### src/rtl/instr_fetch_decode.sv
`default_nettype none
// ============================================================================
//  Module   : instr_fetch_decode
//  Purpose  : Instruction front end. Fetches one word from IMEM over a
//             req/ack handshake, registers the raw word and decodes it into
//             a one-hot instruction vector (bits 0..30 = supported
//             instructions, bit 31 = illegal). Detects handshake timeouts
//             and counts illegal decodes with a saturating counter.
//  Ports    : clk, rst_n            clock / async active-low reset
//             pc, fetch_start       fetch address and start strobe (IDLE only)
//             im_req, im_addr       IMEM request and word address
//             im_ack, im_rdata      IMEM data valid and read data
//             ir, instruct          registered raw word and one-hot decode
//             dec_valid             one-cycle pulse when ir/instruct update
//             busy                  high while a request is outstanding
//             bus_err               sticky handshake-timeout flag
//             illegal_cnt           saturating count of illegal decodes
//  Revision : 1.0  initial release
// ============================================================================
module instr_fetch_decode #(
    parameter int TIMEOUT = 16,
    parameter int CNT_W   = 16
) (
    input  logic             clk,
    input  logic             rst_n,
    input  logic [31:0]      pc,
    input  logic             fetch_start,
    output logic             im_req,
    output logic [31:0]      im_addr,
    input  logic             im_ack,
    input  logic [31:0]      im_rdata,
    output logic [31:0]      ir,
    output logic [31:0]      instruct,
    output logic             dec_valid,
    output logic             busy,
    output logic             bus_err,
    output logic [CNT_W-1:0] illegal_cnt
);

    typedef enum logic [0:0] {
        ST_IDLE = 1'b0,
        ST_REQ  = 1'b1
    } state_t;

    localparam int WAIT_W = (TIMEOUT > 2) ? $clog2(TIMEOUT) : 1;
    localparam logic [WAIT_W-1:0] c_wait_last = WAIT_W'(TIMEOUT - 1);

    state_t            r_state;
    state_t            w_state_nxt;
    logic [WAIT_W-1:0] r_wait;
    logic              w_start;
    logic              w_ack;
    logic              w_timeout;
    logic [31:0]       w_decoded;

    // One-hot decode. Register fields (rs/rt/rd/shamt) are deliberately not
    // inspected, so 0x00000000 lands on sll like any other nop encoding.
    function automatic logic [31:0] decode(input logic [31:0] word);
        logic [31:0] onehot;
        onehot = 32'h8000_0000;
        case (word[31:26])
            6'h00: begin
                case (word[5:0])
                    6'h20: onehot = 32'h0000_0001;
                    6'h21: onehot = 32'h0000_0002;
                    6'h22: onehot = 32'h0000_0004;
                    6'h23: onehot = 32'h0000_0008;
                    6'h24: onehot = 32'h0000_0010;
                    6'h25: onehot = 32'h0000_0020;
                    6'h26: onehot = 32'h0000_0040;
                    6'h27: onehot = 32'h0000_0080;
                    6'h2A: onehot = 32'h0000_0100;
                    6'h2B: onehot = 32'h0000_0200;
                    6'h00: onehot = 32'h0000_0400;
                    6'h02: onehot = 32'h0000_0800;
                    6'h03: onehot = 32'h0000_1000;
                    6'h04: onehot = 32'h0000_2000;
                    6'h06: onehot = 32'h0000_4000;
                    6'h07: onehot = 32'h0000_8000;
                    6'h08: onehot = 32'h0001_0000;
                    default: onehot = 32'h8000_0000;
                endcase
            end
            6'h08: onehot = 32'h0002_0000;
            6'h09: onehot = 32'h0004_0000;
            6'h0C: onehot = 32'h0008_0000;
            6'h0D: onehot = 32'h0010_0000;
            6'h0E: onehot = 32'h0020_0000;
            6'h23: onehot = 32'h0040_0000;
            6'h2B: onehot = 32'h0080_0000;
            6'h04: onehot = 32'h0100_0000;
            6'h05: onehot = 32'h0200_0000;
            6'h0A: onehot = 32'h0400_0000;
            6'h0B: onehot = 32'h0800_0000;
            6'h0F: onehot = 32'h1000_0000;
            6'h02: onehot = 32'h2000_0000;
            6'h03: onehot = 32'h4000_0000;
            default: onehot = 32'h8000_0000;
        endcase
        return onehot;
    endfunction

    assign w_decoded = decode(im_rdata);
    assign busy      = (r_state == ST_REQ);

    // Next-state and handshake events. An ack on the last allowed wait
    // cycle takes priority over the timeout.
    always_comb begin
        w_state_nxt = r_state;
        w_start     = 1'b0;
        w_ack       = 1'b0;
        w_timeout   = 1'b0;
        case (r_state)
            ST_IDLE: begin
                w_start = fetch_start;
                if (fetch_start) begin
                    w_state_nxt = ST_REQ;
                end
            end
            ST_REQ: begin
                w_ack     = im_ack;
                w_timeout = !im_ack && (r_wait == c_wait_last);
                if (im_ack || (r_wait == c_wait_last)) begin
                    w_state_nxt = ST_IDLE;
                end
            end
            default: w_state_nxt = ST_IDLE;
        endcase
    end

    always_ff @(posedge clk or negedge rst_n) begin
        if (!rst_n) begin
            r_state <= ST_IDLE;
        end else begin
            r_state <= w_state_nxt;
        end
    end

    always_ff @(posedge clk or negedge rst_n) begin
        if (!rst_n) begin
            r_wait      <= '0;
            im_req      <= 1'b0;
            im_addr     <= '0;
            ir          <= '0;
            instruct    <= '0;
            dec_valid   <= 1'b0;
            bus_err     <= 1'b0;
            illegal_cnt <= '0;
        end else begin
            dec_valid <= 1'b0;
            if (w_start) begin
                im_addr <= pc;
                im_req  <= 1'b1;
                bus_err <= 1'b0;
                r_wait  <= '0;
            end else if (w_ack) begin
                ir        <= im_rdata;
                instruct  <= w_decoded;
                dec_valid <= 1'b1;
                im_req    <= 1'b0;
                if (w_decoded[31] && !(&illegal_cnt)) begin
                    illegal_cnt <= illegal_cnt + 1'b1;
                end
            end else if (w_timeout) begin
                bus_err  <= 1'b1;
                im_req   <= 1'b0;
                instruct <= '0;
            end else if (r_state == ST_REQ) begin
                r_wait <= r_wait + 1'b1;
            end
        end
    end

endmodule
`default_nettype wire

### config.mk
export PLATFORM = sky130hd
export DESIGN_NAME = instr_fetch_decode
export DESIGN_NICKNAME = d
export VERILOG_FILES = /design/src/rtl/instr_fetch_decode.sv
export SDC_FILE = /design/constraint.sdc
export NUM_CORES = 1
export LEC_CHECK = 0
export CAP_MARGIN = 20
export CORE_UTILIZATION = 44
export DETAILED_ROUTE_END_ITERATION = 8
export PLACE_DENSITY_LB_ADDON = 0.05
export SLEW_MARGIN = 20
export SYNTH_ARGS = -nofsm -noshare
export SYNTH_HDL_FRONTEND = slang
export SYNTH_SLANG_ARGS = --single-unit
### constraint.sdc
create_clock -name clk -period 2 [get_ports clk]
set_input_delay 0.4 -clock clk [delete_from_list [all_inputs] [get_ports clk]]
set_output_delay 0.4 -clock clk [all_outputs]
set_load 0.05 [all_outputs]
# ---- Word level (Yosys, flattened, before mapping)
# Memory sizes are Yosys's and may differ from the RTL's.
# Cells that the tools add are included.
dict set report totals {
  register_bits 120
  rom_bits 1152
  inputBits 68
  wordCells 68
  mem_count 1
}
dict set report classes {
  addsub 2
  eq_ne 17
  mux 21
  bitwise 2
  reduce_logical 16
}
# memory words width read_ports rd_ports_with_merged_regs wr line_no
set mem_list {}
lappend mem_list {{(no name shown)} 64 18 1 0 0 63} ;# case (word[5:0])
# op n
set ops {}
lappend ops {{$pmux 32 s15} 1}
lappend ops {{$mux 32} 2}
lappend ops {{$eq 6x4->1 const B} 8}
lappend ops {{$add 16x1->16 const B} 1}
lappend ops {{$mux 4} 4}
lappend ops {{$reduce_and 16->1} 1}
lappend ops {{$mux 1} 13}
lappend ops {{$eq 6x2->1 const B} 2}
lappend ops {{$eq 6x3->1 const B} 2}
lappend ops {{$eq 6x6->1 const B} 2}
lappend ops {{$logic_not 6->1} 1}
lappend ops {{$reduce_and 2->1} 3}
lappend ops {{$reduce_and 3->1} 2}
lappend ops {{$reduce_bool 2->1} 3}
lappend ops {{$add 4x1->4 const B} 1}
lappend ops {{$eq 4x4->1 const B} 1}
lappend ops {{$ne 2x2->1 const B} 2}
lappend ops {{$reduce_bool 3->1} 1}
lappend ops {{$logic_and 1x1->1} 2}
lappend ops {{$logic_not 1->1} 2}
lappend ops {{$not 1->1} 2}
lappend ops {{$pmux 1 s2} 1}
lappend ops {{$logic_or 1x1->1} 1}

# ---- Depth between registers and ports, before layout
# Gate-level depths: netlist (run 1).
dict set report logic_depth {
  word_depth 6
  mapped_depth 7
  depth_no_buf 6
}

# ---- Worst setup path after synthesis (run 1)
# OpenSTA, ideal clock, no wires.
dict set report synth_timing {
  kind {reg2reg}
  start {register r_state, in the netlist busy}
  end {register illegal_cnt[12]}
  setup_ns 0.128
  arrival_ns 1.931
  slack_ns -0.059
  stages_incl_launch_ff 6
  synth_period_minus_slack_ns 2.059
  path_cell_list {dfrtp_1 and3b_2 and3_4 a32oi_4 nor4b_2 mux2_1}
}
dict set report synth_via {
  elab_chain_cells 3
}
# element line_no
set synth_lines {}
lappend synth_lines {{start: declaration} 48} ;# state_t r_state;
lappend synth_lines {{start signal: assignment} 135} ;# r_state <= w_state_nxt;
lappend synth_lines {{$mux 1} 113} ;# case (r_state)
lappend synth_lines {{$not 1->1 (no source line)} n/a}
lappend synth_lines {{$reduce_and 3->1 (no source line) *} n/a}
lappend synth_lines {{end signal: assignment} 162} ;# illegal_cnt <= illegal_cnt + 1'b1;
lappend synth_lines {{end: declaration} 37} ;# output logic [CNT_W-1:0] illegal_cnt
# Mark *: on every way between the ends. The rest lies on a longest branch, timed or not.
# A chain may end at the register's enable or synchronous reset.

# ---- Worst setup path in the final report (run 1)
dict set report layout_timing {
  start {register illegal_cnt[10]}
  end {output port illegal_cnt[10]}
}
# No word-level cell between the ends.

==> flow_metrics.py, run 1 <==
metrics = {
    "run_status": {
        "status": "complete, no violations",
    },
    "yosys": {
        "synthArstFlopShare_pct": 100,
        "synth.distinct_cells": 41,
        "synth_fp_nets": 438,
        "synth_cells": 368,
        "synth_ff_type": "dfrtp_1",
        "ys_ff_latch": 120,
        "synth_edf_count": 0,
        "yosysSeqAreaShare_pct": 61.1,
        "ys.warnings.count": 0,
        "synth_area_sq_um": 4920,
        "avgSynthCellArea_sq_um": 13.4,
    },
    "clock_tree": {
        "cts_buffers": 17,
        "clkTransAtPathRegs_ns": 0.06,
        "cts_sinks": 120,
        "cts_buffer_depth": 2,
        "cts_tree": "built",
        "postCtsSetupBuffers": 0,
        "root_buffer": "clkbuf_8",
        "htreeDepth": 4,
        "clock_latency_ns": 0.51,
    },
    "worst_setup_path": {
        "worstRegToRegCells": 7,
        "slowest_delay_ns": 0.55,
        "critPathKind": "flip-flop to output port",
        "end_kind": "output port",
        "r2r_slack_ns": 0.21,
        "worstPathCellList": "dlygate4sd2_1",
        "cp_top_family": "buffers and inverters",
        "cp.required_ns": 1.60,
        "crit_path_top_delay_cell": "dlygate4sd2_1",
        "critPathBufInv": 1,
        "startpoint_type": "flip-flop",
        "crit_arrival_ns": 1.51,
        "path_max_fanout": 5,
        "cp.depth": 1,
    },
    "die": {
        "initial_utilization_pct": 45.4,
        "die_area_sq_um": 11600,
        "boundaryPins": 184,
        "fp.dieW_um": 108,
        "fp.coreArea_sq_um": 10800,
        "row_count": 38,
        "die_y_um": 108,
    },
    "sta": {
        "rsz0062_at_grt": "false",
        "finClkSkew_ns": 0.00813,
        "period_minus_slack_ns": 1.91,
        "finalCritPeriodShare_pct": 95.3,
        "relSlewSlack_pct": 63.9,
        "hold_violations": 0,
        "max_freq_mhz": 525,
        "setup_slack_ns": 0.0947,
        "setup_viol": 0,
        "drv_slew": 0,
        "worst_slew_pin_slew_ns": 0.544,
    },
    "placement": {
        "gp_congestion": 0.853,
        "dpl.cell_count": 715,
        "dpl_worst_slack_ns": -0.374,
        "hpwl_um": 9060,
        "portBuffers": 183,
    },
    "detailed_routing": {
        "wl_per_cell_um": 16.5,
        "drc": 0,
        "num_vias": 3818,
        "drt_first_pass_iters": 4,
        "routed_wl_um": 12300,
        "drt_iter0_markers": 118,
        "drtAntennaViolNets": 0,
        "vias_per_cell": 5.10,
    },
    "finish": {
        "instances_no_fill": 748,
        "multi_input_area_sq_um": 1810,
        "regArea_sq_um": 3010,
        "drive_gt1_share_pct": 26.2,
        "filler_cell_count": 831,
        "area_delta_synth_final_pct": 55.1,
        "antennaDiodeCount": 0,
        "fin_nets": 665,
        "fin_util_pct": 70.4,
    },
    "grt": {
        "grt_pass1_vias": 4048,
        "grt_first_pass_wirelength_um": 20200,
        "track_usage_pct": 23.1,
        "antenna_found_initial": 0,
        "grt_max_degree": 38,
        "grt_overflow": 0,
    },
    "flow_run": {
        "drv_cap": 0,
    },
    "power": {
        "p_leak_nw": 3.70,
        "ir_drop_mv": 0.585,
        "power_density_nw_per_um2": 1160,
    },
    "hold_path": {
        "min_path_type": "primary input to asynchronous set/reset pin",
    },
}
## worst paths after layout
kind / endpoint / start
min: im_addr[24]$_DFFE_PN0P_ / rst_n
max: illegal_cnt[10] / illegal_cnt[10]$_DFFE_PN0P_
min in group clk: instruct[31]$_DFFE_PN0P_ / instruct[31]$_DFFE_PN0P_
max reg2reg: illegal_cnt[8]$_DFFE_PN0P_ / illegal_cnt[0]$_DFFE_PN0P_
max in group asynchronous: ir[13]$_DFFE_PN0P_ / rst_n
min reg2reg: instruct[31]$_DFFE_PN0P_ / instruct[31]$_DFFE_PN0P_
## per-layer routing
layer	vias to the layer above	global-route usage, %	share of wire (%)	routed length, um
met5	-	0	0	0
met4	0	6.95	1.2	144
met3	11	8.23	6.7	828
met2	117	38.0	50	6130
met1	1905	28.3	42	5230
li1	1785	-	-	-
## sequential cells by signal, indices dropped and copies added, names as in the netlist
register     flops
bus_err          1
busy             1
dec_valid        1
illegal_cnt     16
im_addr         32
im_req           1
instruct        32
ir              32
r_wait           4
## synth_stat cells (5+ instances only)
| cell type | count | area, sq um |
|---|---|---|
| clkbuf_1 | 10 | 37.5 |
| and3_1 | 9 | 56.3 |
| nor3_1 | 8 | 40.0 |
| o21ai_0 | 11 | 55.1 |
| inv_1 | 8 | 30.0 |
| nor3b_1 | 5 | 37.5 |
| a32o_1 | 7 | 70.1 |
| mux2_2 | 65 | 732 |
| xor2_1 | 12 | 105 |
| nor2_1 | 14 | 52.6 |
| dfrtp_1 | 120 | 3000 |
| nand3_1 | 8 | 40.0 |
| nand2_1 | 26 | 97.6 |
| a22o_1 | 17 | 149 |
## through the flow
stage / area, sq um / power, mW / hold WS [ns] / setup TNS (ns)
finish: 7630 / 8.88 / 0.370 / 0
detailed placement: 7170 / 6.21 / 0.367 / -7.00
global placement: 7170 / 6.17 / 0.365 / -6.02
CTS: 7630 / 8.97 / 0.365 / 0
floorplan: 4920 / 5.00 / 0.104 / 0
global route: 7630 / 9.24 / 0.405 / 0
## final cells by class
cell class | instances | share of cell area (%)
flip-flops and latches | 120 | 39.4
repair buffers | 223 | 26.5
multi-input cells | 224 | 23.7
clock buffers | 23 | 5.99
well taps | 140 | 2.30
clock inverters | 9 | 1.61
inverters | 9 | 0.443
## kinds of logic (layout without fill, tap and decap cells)
family,count (synthesis),after routing,synth area share [%]
AOI/OAI and AO/OA,50,50,7.94
DFF,120,120,61.1
buffers and inverters,24,264,2.21
adders and majority gates,2,2,0.509
and+or+nand+nor,93,93,10.8
muxes,67,67,15.3
xor gates and xnor gates,12,12,2.14
## where the power goes
group | total, mW | switching [mW] | internal, mW
clock network | 2.97 | 1.02 | 1.95
registers | 3.06 | 0.234 | 2.83
logic | 2.84 | 1.94 | 0.903
## timing repair
action	CTS	global route
hold buffers	1	0
resized for setup	105	0
hold endpoints to repair	28	0
endpoints found under the setup margin	105	0
## layout by cell type, fill, tap and decap left out, types with 8 or more instances in the layout
master and instances:
nor3_1 8, and3_1 9, nand3_1 8, dlygate4sd2_1 105
mux2_2 65, inv_1 8, buf_4 47, clkdlybuf4s50_1 66
o21ai_0 11, a22o_1 17, dfrtp_1 118, nand2_1 26
clkbuf_16 16, xor2_1 12, nor2_1 13
No activity file was read; power rests on OpenSTA's default activity.
==> run 2: changes to the inputs <==
- CTS_CLUSTER_SIZE: unset -> 12
- SETUP_SLACK_MARGIN: unset -> 0.05
==> flow_metrics.py, run 2 (synthesis results as in run 1) <==
metrics = {
    "worst_setup_path": {
        "path_max_fanout": 5,
        "critPathBufInv": 1,
        "slowest_delay_ns": 0.55,
        "cp.required_ns": 1.60,
        "worstPathCellList": "dlygate4sd2_1",
        "crit_path_top_delay_cell": "dlygate4sd2_1",
        "cp_top_family": "buffers and inverters",
        "end_kind": "output port",
        "startpoint_type": "flip-flop",
        "crit_arrival_ns": 1.48,
        "critPathKind": "flip-flop to output port",
    },
    "placement": {
        "gp_congestion": 0.792,
        "portBuffers": 183,
        "hpwl_um": 8950,
        "dpl.cell_count": 712,
    },
    "grt": {
        "grt_pass1_vias": 4017,
        "grt_max_degree": 44,
        "grt_overflow": 0,
        "track_usage_pct": 23.3,
        "antenna_found_initial": 0,
        "grt_first_pass_wirelength_um": 20200,
    },
    "sta": {
        "finalSetupTns_ns": 0,
        "relSlewSlack_pct": 63.9,
        "max_freq_mhz": 531,
        "worst_slew_pin_slew_ns": 0.544,
        "hold_violations": 0,
        "finClkSkew_ns": 0.00977,
        "setup_viol": 0,
        "finalCritPeriodShare_pct": 94.2,
        "drv_slew": 0,
        "period_minus_slack_ns": 1.88,
        "rsz0062_at_grt": "false",
    },
    "power": {
        "ir_drop_mv": 1.03,
        "finalPower_mw": 8.82,
        "p_leak_nw": 3.68,
        "power_density_nw_per_um2": 1160,
    },
    "finish": {
        "instances_no_fill": 744,
        "area_delta_synth_final_pct": 54.5,
        "filler_cell_count": 824,
        "final_common_cell": "dfrtp_1",
        "reg_top3": "im_addr (32), instruct (32), ir (32)",
        "mostFrequentLayoutCells": "dfrtp_1 (117), dlygate4sd2_1 (101), clkdlybuf4s50_1 (66)",
        "antennaDiodeCount": 0,
        "fin_util_pct": 70.1,
        "fin_nets": 662,
        "drive_gt1_share_pct": 26.7,
    },
    "detailed_routing": {
        "drc": 0,
        "vias_per_cell": 5.10,
        "num_vias": 3794,
        "wl_per_cell_um": 16.6,
        "routed_wl_um": 12400,
        "drt_first_pass_iters": 4,
        "drt_iter0_markers": 166,
        "drtAntennaViolNets": 0,
    },
    "die": {
        "die_area_sq_um": 11600,
        "initial_utilization_pct": 45.4,
        "row_count": 38,
        "fp.dieW_um": 108,
        "die_y_um": 108,
        "fp.coreArea_sq_um": 10800,
        "boundaryPins": 184,
    },
    "clock_tree": {
        "cts_buffer_depth": 2,
        "clock_latency_ns": 0.52,
        "htreeDepth": 4,
        "root_buffer": "clkbuf_8",
        "clkTransAtPathRegs_ns": 0.06,
        "postCtsSetupBuffers": 0,
        "cts_sinks": 120,
        "cts_buffers": 17,
        "cts_tree": "built",
    },
    "run_status": {
        "status": "complete, no violations",
    },
    "flow_run": {
        "drv_cap": 0,
    },
    "hold_path": {
        "min_path_type": "primary input to asynchronous set/reset pin",
    },
}
==> run 2: changes by cell type in the layout (fill, tap and decap cells not counted) <==
cell | before | now
dfrtp_2 | 2 | 3
clkbuf_8 | 3 | 5
clkinv_2 | 5 | 6
clkdlybuf4s15_1 | 0 | 2
clkbuf_1 | 4 | 1
bufinv_16 | 3 | 2
dlygate4sd2_1 | 105 | 101
dfrtp_1 | 118 | 117
buf_4 | 47 | 46
==> run 2: worst paths after layout <==
kind	end	startpoint	slack, ns	cells past startpoint
setup / recovery	illegal_cnt[12]	illegal_cnt[12]$_DFFE_PN0P_	0.12	1
hold / removal	im_addr[27]$_DFFE_PN0P_	rst_n	0.36	2
setup reg to reg	illegal_cnt[13]$_DFFE_PN0P_	illegal_cnt[0]$_DFFE_PN0P_	0.17	7
hold reg to reg	instruct[31]$_DFFE_PN0P_	instruct[31]$_DFFE_PN0P_	0.48	2
max in group asynchronous	instruct[9]$_DFFE_PN0P_	rst_n	1.03	3
min in group clk	instruct[31]$_DFFE_PN0P_	instruct[31]$_DFFE_PN0P_	0.48	2
==> run 2: metal layers <==
metal / up-vias / part of all wire [%] / global-route usage (%)
li1: 1778 / - / -
met1: 1880 / 40 / 27.3
met2: 126 / 51 / 38.8
met3: 10 / 7.6 / 9.20
met4: 0 / 1.3 / 8.12
met5: - / 0 / 0
==> run 2: repair_timing <==
item,in CTS,in global routing
hold buffers,1,0
endpoints found under the hold margin,30,0
setup endpoints to repair,103,2
gates resized for setup,103,2
==> run 2: area by class of cell <==
type                    instances  area (sq um)  area share [%]
flip-flops and latches        120          3010            39.6
clock buffers                  22           473            6.22
inverters                       9          33.8           0.445
well taps                     140           175            2.31
clock inverters                 9          97.6            1.28
multi-input cells             224          1810            23.8
repair buffers                220          2000            26.3
==> run 2: through the flow <==
stage,setup slack (ns),hold WS (ns),area [sq um]
after CTS,0.0776,0.365,7600
after detailed placement,-0.370,0.376,7140
after global routing,0.0513,0.400,7600
after floorplan,0.127,0.104,4920
final,0.116,0.363,7600
after global placement,-0.334,0.382,7140
==> run 2: report_power, final <==
| part | total, mW | internal (mW) | switching, mW |
|---|---|---|---|
| combinational | 2.84 | 0.901 | 1.94 |
| clock | 2.92 | 1.88 | 1.04 |
| sequential | 3.07 | 2.83 | 0.234 |
| total | 8.82 | 5.62 | 3.21 |
==> run 3: changes to the inputs <==
- CTS_CLUSTER_DIAMETER: unset -> 80
- TNS_END_PERCENT: unset -> 10
==> flow_metrics.py, run 3 (synthesis results as in run 1) <==
metrics = {
    "run_status": {
        "status": "complete, no violations",
    },
    "grt": {
        "track_usage_pct": 23.3,
        "antenna_found_initial": 0,
        "grt_overflow": 0,
        "grt_pass1_vias": 4017,
        "grt_max_degree": 44,
        "grt_first_pass_wirelength_um": 20200,
    },
    "power": {
        "ir_drop_mv": 1.03,
        "seq_power_share_pct": 34.8,
        "combPwrFrac_pct": 32.2,
        "power_density_nw_per_um2": 1160,
        "p_sw_share_pct": 36.3,
        "pwr-share-clk_pct": 33.1,
        "p_leak_nw": 3.68,
        "internal-power_mw": 5.62,
        "p_switching_mw": 3.21,
    },
    "worst_setup_path": {
        "path_max_fanout": 5,
        "crit_path_top_delay_cell": "dlygate4sd2_1",
        "critPathBufInv": 1,
        "end_kind": "output port",
        "startpoint_type": "flip-flop",
        "critPathKind": "flip-flop to output port",
        "worstPathCellList": "dlygate4sd2_1",
        "crit_arrival_ns": 1.49,
        "cp.required_ns": 1.60,
        "slowest_delay_ns": 0.55,
        "cp_top_family": "buffers and inverters",
    },
    "detailed_routing": {
        "vias_per_cell": 5.09,
        "drtAntennaViolNets": 0,
        "drc": 0,
        "wl_per_cell_um": 16.6,
        "routed_wl_um": 12400,
        "drt_iter0_markers": 166,
        "num_vias": 3788,
        "drt_first_pass_iters": 5,
    },
    "clock_tree": {
        "cts_buffer_depth": 2,
        "clock_latency_ns": 0.52,
        "htreeDepth": 4,
        "cts_buffers": 17,
        "postCtsSetupBuffers": 0,
        "clkTransAtPathRegs_ns": 0.06,
        "cts_sinks": 120,
        "cts_tree": "built",
        "root_buffer": "clkbuf_8",
    },
    "die": {
        "initial_utilization_pct": 45.4,
        "die_y_um": 108,
        "die_area_sq_um": 11600,
        "boundaryPins": 184,
        "row_count": 38,
        "fp.coreArea_sq_um": 10800,
        "fp.dieW_um": 108,
    },
    "sta": {
        "drv_slew": 0,
        "finalSetupTns_ns": 0,
        "period_minus_slack_ns": 1.89,
        "finalCritPeriodShare_pct": 94.4,
        "finClkSkew_ns": 0.00977,
        "max_freq_mhz": 530,
        "worst_slew_pin_slew_ns": 0.544,
        "relSlewSlack_pct": 63.9,
        "setup_viol": 0,
        "hold_violations": 0,
        "rsz0062_at_grt": "true",
    },
    "finish": {
        "drive_gt1_share_pct": 26.7,
        "area_delta_synth_final_pct": 54.5,
        "final_common_cell": "dfrtp_1",
        "regArea_sq_um": 3010,
        "fin_util_pct": 70.1,
        "fin_area_sq_um": 7600,
        "multi_input_area_sq_um": 1810,
        "filler_cell_count": 825,
        "reg_top3": "im_addr (32), instruct (32), ir (32)",
        "antennaDiodeCount": 0,
        "instances_no_fill": 744,
        "mostFrequentLayoutCells": "dfrtp_1 (117), dlygate4sd2_1 (102), clkdlybuf4s50_1 (66)",
        "fin_nets": 662,
    },
    "placement": {
        "hpwl_um": 8950,
        "gp_congestion": 0.792,
        "portBuffers": 183,
        "dpl.cell_count": 712,
        "placed_cell_area_sq_um": 7140,
    },
    "hold_path": {
        "min_path_type": "primary input to asynchronous set/reset pin",
    },
    "flow_run": {
        "drv_cap": 0,
    },
}
-- run 3: cell count changes in the layout (fill, tap and decap cells not counted), sizes merged --
cell           change
dlygate4sd2        +1
clkdlybuf4s15      -1
-- run 3: per-stage QoR --
stage	total power [mW]	hold WS (ns)	setup WS [ns]
after global placement	6.17	0.382	-0.334
after detailed placement	6.21	0.376	-0.370
after floorplan	5.00	0.104	0.127
after CTS	8.91	0.365	0.0776
after global routing	9.17	0.400	0.0439
final	8.82	0.362	0.112
-- run 3: area by class of cell --
type | count | share of cell area, %
clock buffers | 22 | 6.23
repair buffers | 220 | 26.3
multi-input cells | 224 | 23.8
clock inverters | 9 | 1.28
inverters | 9 | 0.445
flip-flops and latches | 120 | 39.6
well taps | 140 | 2.31
-- run 3: path summary, 6_finish.rpt --
kind | slack, ns | endpoint | depth (start not counted) | start
min in group clk | 0.48 | instruct[31]$_DFFE_PN0P_ | 2 | instruct[31]$_DFFE_PN0P_
hold reg to reg | 0.48 | instruct[31]$_DFFE_PN0P_ | 2 | instruct[31]$_DFFE_PN0P_
max in group asynchronous | 1.03 | instruct[9]$_DFFE_PN0P_ | 3 | rst_n
setup / recovery | 0.11 | illegal_cnt[11] | 1 | illegal_cnt[11]$_DFFE_PN0P_
hold / removal | 0.36 | im_addr[27]$_DFFE_PN0P_ | 2 | rst_n
setup reg to reg | 0.17 | illegal_cnt[13]$_DFFE_PN0P_ | 7 | illegal_cnt[0]$_DFFE_PN0P_
-- run 3: what timing repair did --
item	4_1_cts	5_1_grt
hold buffers	1	0
setup endpoints to repair	103	2
gates resized for setup	103	1
endpoints found under the hold margin	30	0
-- run 3: power groups by stage --
stage                     logic [mW]  registers (mW)  clock network (mW)
after global placement          3.07            3.10                   0
final                           2.84            3.07                2.92
after detailed placement        3.09            3.12                   0
after global routing            2.97            3.13                3.07
after CTS                       2.86            3.07                2.97
after floorplan                0.537            4.46                   0
-- run 3: per-layer routing --
metal / share of wire (%) / vias to the layer above / GRT usage [%]
li1: - / 1777 / -
met1: 40 / 1876 / 27.3
met2: 51 / 125 / 38.8
met3: 7.6 / 10 / 9.20
met4: 1.3 / 0 / 8.12
met5: 0 / - / 0
